**src/rtl/hilo_ctrl.sv**
```systemverilog
// hilo_ctrl: EX-stage sequencer for the multiply/divide unit. Issues
// multiplies in a single cycle, stalls the pipeline while a divide runs,
// and commits results (or MTHI/MTLO values) to the architectural HI/LO.
module hilo_ctrl #(
  parameter int WIDTH = 32
) (
  input  logic               clk,
  input  logic               rst,
  input  logic               op_valid,
  input  logic [2:0]         op,
  input  logic [WIDTH-1:0]   rs_val,
  input  logic [WIDTH-1:0]   rt_val,
  input  logic               flush,
  input  logic               advance,
  output logic [4:0]         mdu_control,
  output logic [WIDTH-1:0]   mdu_a,
  output logic [WIDTH-1:0]   mdu_b,
  output logic               mdu_en,
  output logic               mdu_clear,
  input  logic [2*WIDTH-1:0] mdu_result,
  input  logic               mdu_ready,
  output logic               stall,
  output logic [WIDTH-1:0]   hi,
  output logic [WIDTH-1:0]   lo
);

  // Control codes understood by the multiply/divide unit
  localparam logic [4:0] MultCtl  = 5'b11000;
  localparam logic [4:0] MultuCtl = 5'b11001;
  localparam logic [4:0] DivCtl   = 5'b11010;
  localparam logic [4:0] DivuCtl  = 5'b11011;

  localparam logic [2:0] OpMult  = 3'd1;
  localparam logic [2:0] OpMultu = 3'd2;
  localparam logic [2:0] OpDiv   = 3'd3;
  localparam logic [2:0] OpDivu  = 3'd4;
  localparam logic [2:0] OpMthi  = 3'd5;
  localparam logic [2:0] OpMtlo  = 3'd6;

  typedef enum logic [1:0] {
    IDLE     = 2'd0,
    DIV_WAIT = 2'd1,
    HOLD     = 2'd2
  } state_t;

  state_t             state;
  state_t             nextState;
  logic [WIDTH-1:0]   opAQ;
  logic [WIDTH-1:0]   opBQ;
  logic [4:0]         ctlQ;
  logic [2*WIDTH-1:0] resQ;

  logic [4:0]         decodedCtl;
  logic               isDivOp;
  logic               latchDiv;
  logic               captureRes;
  logic               writeHi;
  logic               writeLo;
  logic [WIDTH-1:0]   hiNext;
  logic [WIDTH-1:0]   loNext;

  // Translate the instruction opcode into the unit's control code
  always_comb begin
    decodedCtl = 5'b0;
    case (op)
      OpMult:  decodedCtl = MultCtl;
      OpMultu: decodedCtl = MultuCtl;
      OpDiv:   decodedCtl = DivCtl;
      OpDivu:  decodedCtl = DivuCtl;
      default: decodedCtl = 5'b0;
    endcase
    isDivOp = op_valid && ((op == OpDiv) || (op == OpDivu));
  end

  // Next-state logic and all unit/pipeline control outputs
  always_comb begin
    nextState   = state;
    mdu_a       = rs_val;
    mdu_b       = rt_val;
    mdu_control = 5'b0;
    mdu_en      = 1'b0;
    mdu_clear   = 1'b0;
    stall       = 1'b0;
    latchDiv    = 1'b0;
    captureRes  = 1'b0;
    writeHi     = 1'b0;
    writeLo     = 1'b0;
    hiNext      = mdu_result[2*WIDTH-1:WIDTH];
    loNext      = mdu_result[WIDTH-1:0];

    case (state)
      IDLE: begin
        if (op_valid) begin
          mdu_control = decodedCtl;
        end
        if (isDivOp && !flush && (rt_val != '0)) begin
          stall     = 1'b1;
          latchDiv  = 1'b1;
          nextState = DIV_WAIT;
        end else if (op_valid && advance && !flush) begin
          case (op)
            OpMult, OpMultu: begin
              writeHi = 1'b1;
              writeLo = 1'b1;
            end
            OpMthi: begin
              writeHi = 1'b1;
              hiNext  = rs_val;
            end
            OpMtlo: begin
              writeLo = 1'b1;
              loNext  = rs_val;
            end
            default: ;
          endcase
        end
      end

      DIV_WAIT: begin
        mdu_a       = opAQ;
        mdu_b       = opBQ;
        mdu_control = ctlQ;
        mdu_en      = 1'b1;
        stall       = 1'b1;
        if (flush) begin
          mdu_clear = 1'b1;
          mdu_en    = 1'b0;
          stall     = 1'b0;
          nextState = IDLE;
        end else if (mdu_ready) begin
          captureRes = 1'b1;
          nextState  = HOLD;
        end
      end

      HOLD: begin
        if (flush) begin
          nextState = IDLE;
        end else if (advance) begin
          writeHi   = 1'b1;
          writeLo   = 1'b1;
          hiNext    = resQ[2*WIDTH-1:WIDTH];
          loNext    = resQ[WIDTH-1:0];
          nextState = IDLE;
        end
      end

      default: nextState = IDLE;
    endcase

    // While reset is held the unit is annulled and everything looks idle
    if (!rst) begin
      mdu_a       = rs_val;
      mdu_b       = rt_val;
      mdu_control = 5'b0;
      mdu_en      = 1'b0;
      mdu_clear   = 1'b1;
      stall       = 1'b0;
    end
  end

  // State, latched divide operands, pending result and HI/LO registers
  always_ff @(posedge clk) begin
    if (!rst) begin
      state <= IDLE;
      opAQ  <= '0;
      opBQ  <= '0;
      ctlQ  <= 5'b0;
      resQ  <= '0;
      hi    <= '0;
      lo    <= '0;
    end else begin
      state <= nextState;
      if (latchDiv) begin
        opAQ <= rs_val;
        opBQ <= rt_val;
        ctlQ <= decodedCtl;
      end
      if (captureRes) begin
        resQ <= mdu_result;
      end
      if (writeHi) begin
        hi <= hiNext;
      end
      if (writeLo) begin
        lo <= loNext;
      end
    end
  end

endmodule

```
**config.mk**
```make
export PLATFORM = sky130hd
export DESIGN_NAME = hilo_ctrl
export DESIGN_NICKNAME = d
export VERILOG_FILES = /design/src/rtl/hilo_ctrl.sv
export SDC_FILE = /design/constraint.sdc
export NUM_CORES = 1
export LEC_CHECK = 0
export BUFFER_PORTS_ARGS = -buffer_cell sky130_fd_sc_hd__buf_2
export CORE_UTILIZATION = 58
export CTS_BUF_LIST = sky130_fd_sc_hd__clkbuf_4 sky130_fd_sc_hd__clkbuf_8 sky130_fd_sc_hd__clkbuf_16
export DETAILED_ROUTE_END_ITERATION = 8
export GPL_TIMING_DRIVEN = 0
export PLACE_DENSITY = 0.86
export SLEW_MARGIN = 20
export SYNTH_ARGS = -nofsm -noshare
export SYNTH_HDL_FRONTEND = slang
export SYNTH_SLANG_ARGS = --single-unit
```
**constraint.sdc**
```tcl
create_clock -name clk -period 2.9 [get_ports clk]
set_input_delay 0.29 -clock clk [delete_from_list [all_inputs] [get_ports clk]]
set_output_delay 0.29 -clock clk [all_outputs]
set_load 0.05 [all_outputs]
```
==> results.sh <==
export IMPL_outcome="complete, no violations"
export IMPL_vias=11500
export IMPL_power_leakage_nw=4.93
export IMPL_regArea_um2=3940
export IMPL_cts_post_setup_buffers_inserted=0
export IMPL_post_route_worst_setup_slack_ns=0.127
export IMPL_worst_ep_required_time_ns=2.61
export IMPL_final_design_area_no_fill_um2=12900
export IMPL_core_region_area_um2=18000
export IMPL_initial_core_util=0.594
export IMPL_instance_count_of_the_mapped_netlist=1268
export IMPL_synth_seq_cells=197
export IMPL_antenna_violating_nets_post_route=0
export IMPL_fin_hold_ws_ns=0.107
export IMPL_crit_path_start_kind="flip-flop"
export IMPL_timing_max_cap_violations=0
export IMPL_cts_buffers=17
export IMPL_route_detailed_vias_per_inst=6.36
export IMPL_clock_tree_root_driver_cell="sky130_fd_sc_hd__clkbuf_16"
export IMPL_most_frequently_used_flop_master_after_synthesis="sky130_fd_sc_hd__dfxtp_1"
export IMPL_syn_num_nets=1405
export IMPL_synth_area_mux_share=0.173
export IMPL_drt_total_wl_um=38500
export IMPL_finClkSkew_ns=0.00644
export IMPL_syn_to_final_growth_pct=20.8
export IMPL_dp_hpwl_um=27800
export IMPL_sw_frac_of_total=0.312
export IMPL_timing_reg2reg_setup_slack_ns=0.31
export IMPL_worst_endpoint_arrival_ns=2.48
export IMPL_antenna_found_initial=7
export IMPL_detailedRoute_firstIterationViolations=1376
export IMPL_fp_row_count=49
export IMPL_hold_path_class="in -> reg"
export IMPL_gate_power_share=0.180
export IMPL_multi_input_area_um2=6230
export IMPL_grt_total_usage=0.401
export IMPL_final_max_slew_violation_count=0
export IMPL_post_route_cells_drive_above_1_share=0.320
export IMPL_clkLatencyLatePin_ns=0.44
export IMPL_synth_simple_area_share=0.145
export IMPL_htree_depth=4
export IMPL_grt_start_max_net_pins=19
export IMPL_yosys_area_share_xor_xnor=0.000819
export IMPL_synth_cell_area_um2=10700
export IMPL_layout_nets=1691
export IMPL_drcViolationCount=0
export IMPL_die_area_um2=19000
export IMPL_vdd_ir_drop_worst_mv=0.455
export IMPL_grt_setup_unrepaired="false"
export IMPL_timing_fmax_ghz=0.361
export IMPL_seq_power_share=0.443
export IMPL_yosys_warnings=0
export IMPL_drtPass1Iterations=6
export IMPL_global_route_wire_length_before_repair_um=57100
export IMPL_dpl_instance_area_um2=12300
export IMPL_synth_area_per_cell_um2=8.44
export IMPL_worst_setup_path_end_kind="output pin"
export IMPL_clk_pin_slew_ns=0.08
export IMPL_hold_violations=0
export IMPL_globalRoute_totalOverflow=0
export IMPL_floorplan_die_height_um=138
export IMPL_post_place_ws_ns=0.0509
export IMPL_p_int_mw=4.33
export IMPL_wire_per_inst_um=21.4
export IMPL_synthAdderAreaFrac=0
export IMPL_synth_lib_cells_used_distinct=43
export IMPL_final_fill_count=1409
export IMPL_clock_power_share=0.377
export IMPL_yosysSeqAreaShare=0.369
export IMPL_main_combinational_cell_family_by_area_after_synthesis="compound AO/OA/AOI/OAI gates"
export IMPL_gpl_final_weighted_congestion=0.969
export IMPL_fraction_of_registers_with_async_set_reset=0
export IMPL_ctsLongestPathBuffers=2
export IMPL_setup_violations_final=0
export IMPL_first_global_vias=10600
export IMPL_tritoncts="built"
export IMPL_synth_compound_area_frac=0.262
export IMPL_worstSetupPathType="reg -> out"
export IMPL_p_per_area_nw_per_um2=487
export IMPL_slew_headroom=0.374
export IMPL_number_of_enable_type_register_cells_in_the_synthesized_netlist=0
export IMPL_net_switching_power_mw=1.96
export IMPL_fp_dieW_um=138
export IMPL_top_level_ports=273
export IMPL_placement_io_buffers=268
export IMPL_commonest_cells_after_routing_fill_and_taps_aside="sky130_fd_sc_hd__nand2_1 (296), sky130_fd_sc_hd__buf_2 (285), sky130_fd_sc_hd__dfxtp_1 (197)"
export IMPL_critPathMaxFanout=10
export IMPL_layout_commonest_cell="sky130_fd_sc_hd__nand2_1"
export IMPL_fin_crit_sh=0.956
export IMPL_timing_worst_slew_pin_value_ns=0.936
export IMPL_finalWorstPathRequiredPeriod_ns=2.77
export IMPL_cts_hold_buffers_added=0
export IMPL_clock_sink_count=197
[worst paths after layout]
kind | from | endpoint | cells past startpoint
hold / removal | mdu_result[46] | resQ[46] | 3
hold reg to reg | lo[14] | lo[14] | 2
setup reg to reg | state[1] | hi[0] | 5
setup / recovery | state[0] | mdu_a[13] | 7
[layer usage]
metal  vias up  track usage  wire, um
met1      5353        0.512     14800
li1       5127            -         -
met4         2        0.237      2140
met3       167        0.111      4640
met5         -            0        13
met2       812        0.601     16900
[area by class of cell]
cell class / count / area share
clock inverters: 15 / 0.0111
well taps: 229 / 0.0222
diodes: 6 / 0.00116
plain buffers: 124 / 0.0411
inverters: 2 / 0.000581
clock buffers: 17 / 0.0329
multi-input cells: 944 / 0.482
repair buffers: 268 / 0.104
flip-flops and latches: 197 / 0.305
[through the flow]
step                      std cells  TNS [ns]  total power, mW   util
after floorplan                1268         0             3.57      -
after global placement         1765         0             3.93  0.684
after detailed placement       1765         0             3.95  0.684
after CTS                      1797    -0.649             6.25  0.716
after global routing           1800         0             6.43  0.717
final                          1802         0             6.30  0.717
[flip-flops by register name, indices dropped and copies added, names as in the netlist]
register	flops
opBQ	32
ctlQ	3
state	2
resQ	64
lo	32
hi	32
opAQ	32
[critical path, cell delays in order (launching register included)]
cell and delay [ns]:
sky130_fd_sc_hd__dfxtp_1 0.31, sky130_fd_sc_hd__buf_2 0.24, sky130_fd_sc_hd__nor2b_4 0.28, sky130_fd_sc_hd__nand2_1 0.09
sky130_fd_sc_hd__clkbuf_2 0.23, sky130_fd_sc_hd__clkbuf_2 0.32, sky130_fd_sc_hd__mux2_2 0.36, sky130_fd_sc_hd__buf_2 0.21
[power by group through the flow]
stage               logic, mW  registers, mW  clock network (mW)
finish                   1.13           2.79                2.37
global placement         1.08           2.85                   0
global route             1.18           2.79                2.46
CTS                      1.10           2.79                2.36
detailed placement       1.10           2.85                   0
floorplan               0.631           2.94                   0
[cells in the mapped netlist (all sizes together), types with 2 or more instances]
library cell  instances  share of area
a211o                36          0.029
a211oi                3         0.0042
a21boi              139          0.098
a21o                  2         0.0014
a21oi                18         0.0084
a22oi                37          0.026
a31oi                36          0.022
a32o                  2         0.0019
a32oi                18          0.015
and3                  2         0.0012
buf                  38          0.019
clkbuf               87          0.031
dfxtp               197           0.37
inv                   2        0.00070
mux2                164           0.17
nand2               296           0.10
nand2b                2         0.0012
nand3                46          0.022
nand3b                2         0.0014
nand4                 3         0.0018
nor2                  6         0.0021
nor2b                 5         0.0029
nor3b                 3         0.0021
nor4                  8         0.0047
o2111a                2         0.0021
o211ai               11         0.0082
o21a                  2         0.0014
o21ai                94          0.044
[cells by family after synthesis]
| group | Yosys count |
|---|---|
| compound gates | 402 |
| buf+inv | 127 |
| xor+xnor | 1 |
| other cells | 1 |
| simple gates | 376 |
| mux | 164 |
| flops | 197 |
[what timing repair did]
| action | in CTS | in global routing |
|---|---|---|
| resized for setup | 6 | 5 |
| endpoints found under the setup margin | 51 | 51 |
| pin swaps | 0 | 0 |
Power figures use the tool's default switching activity.
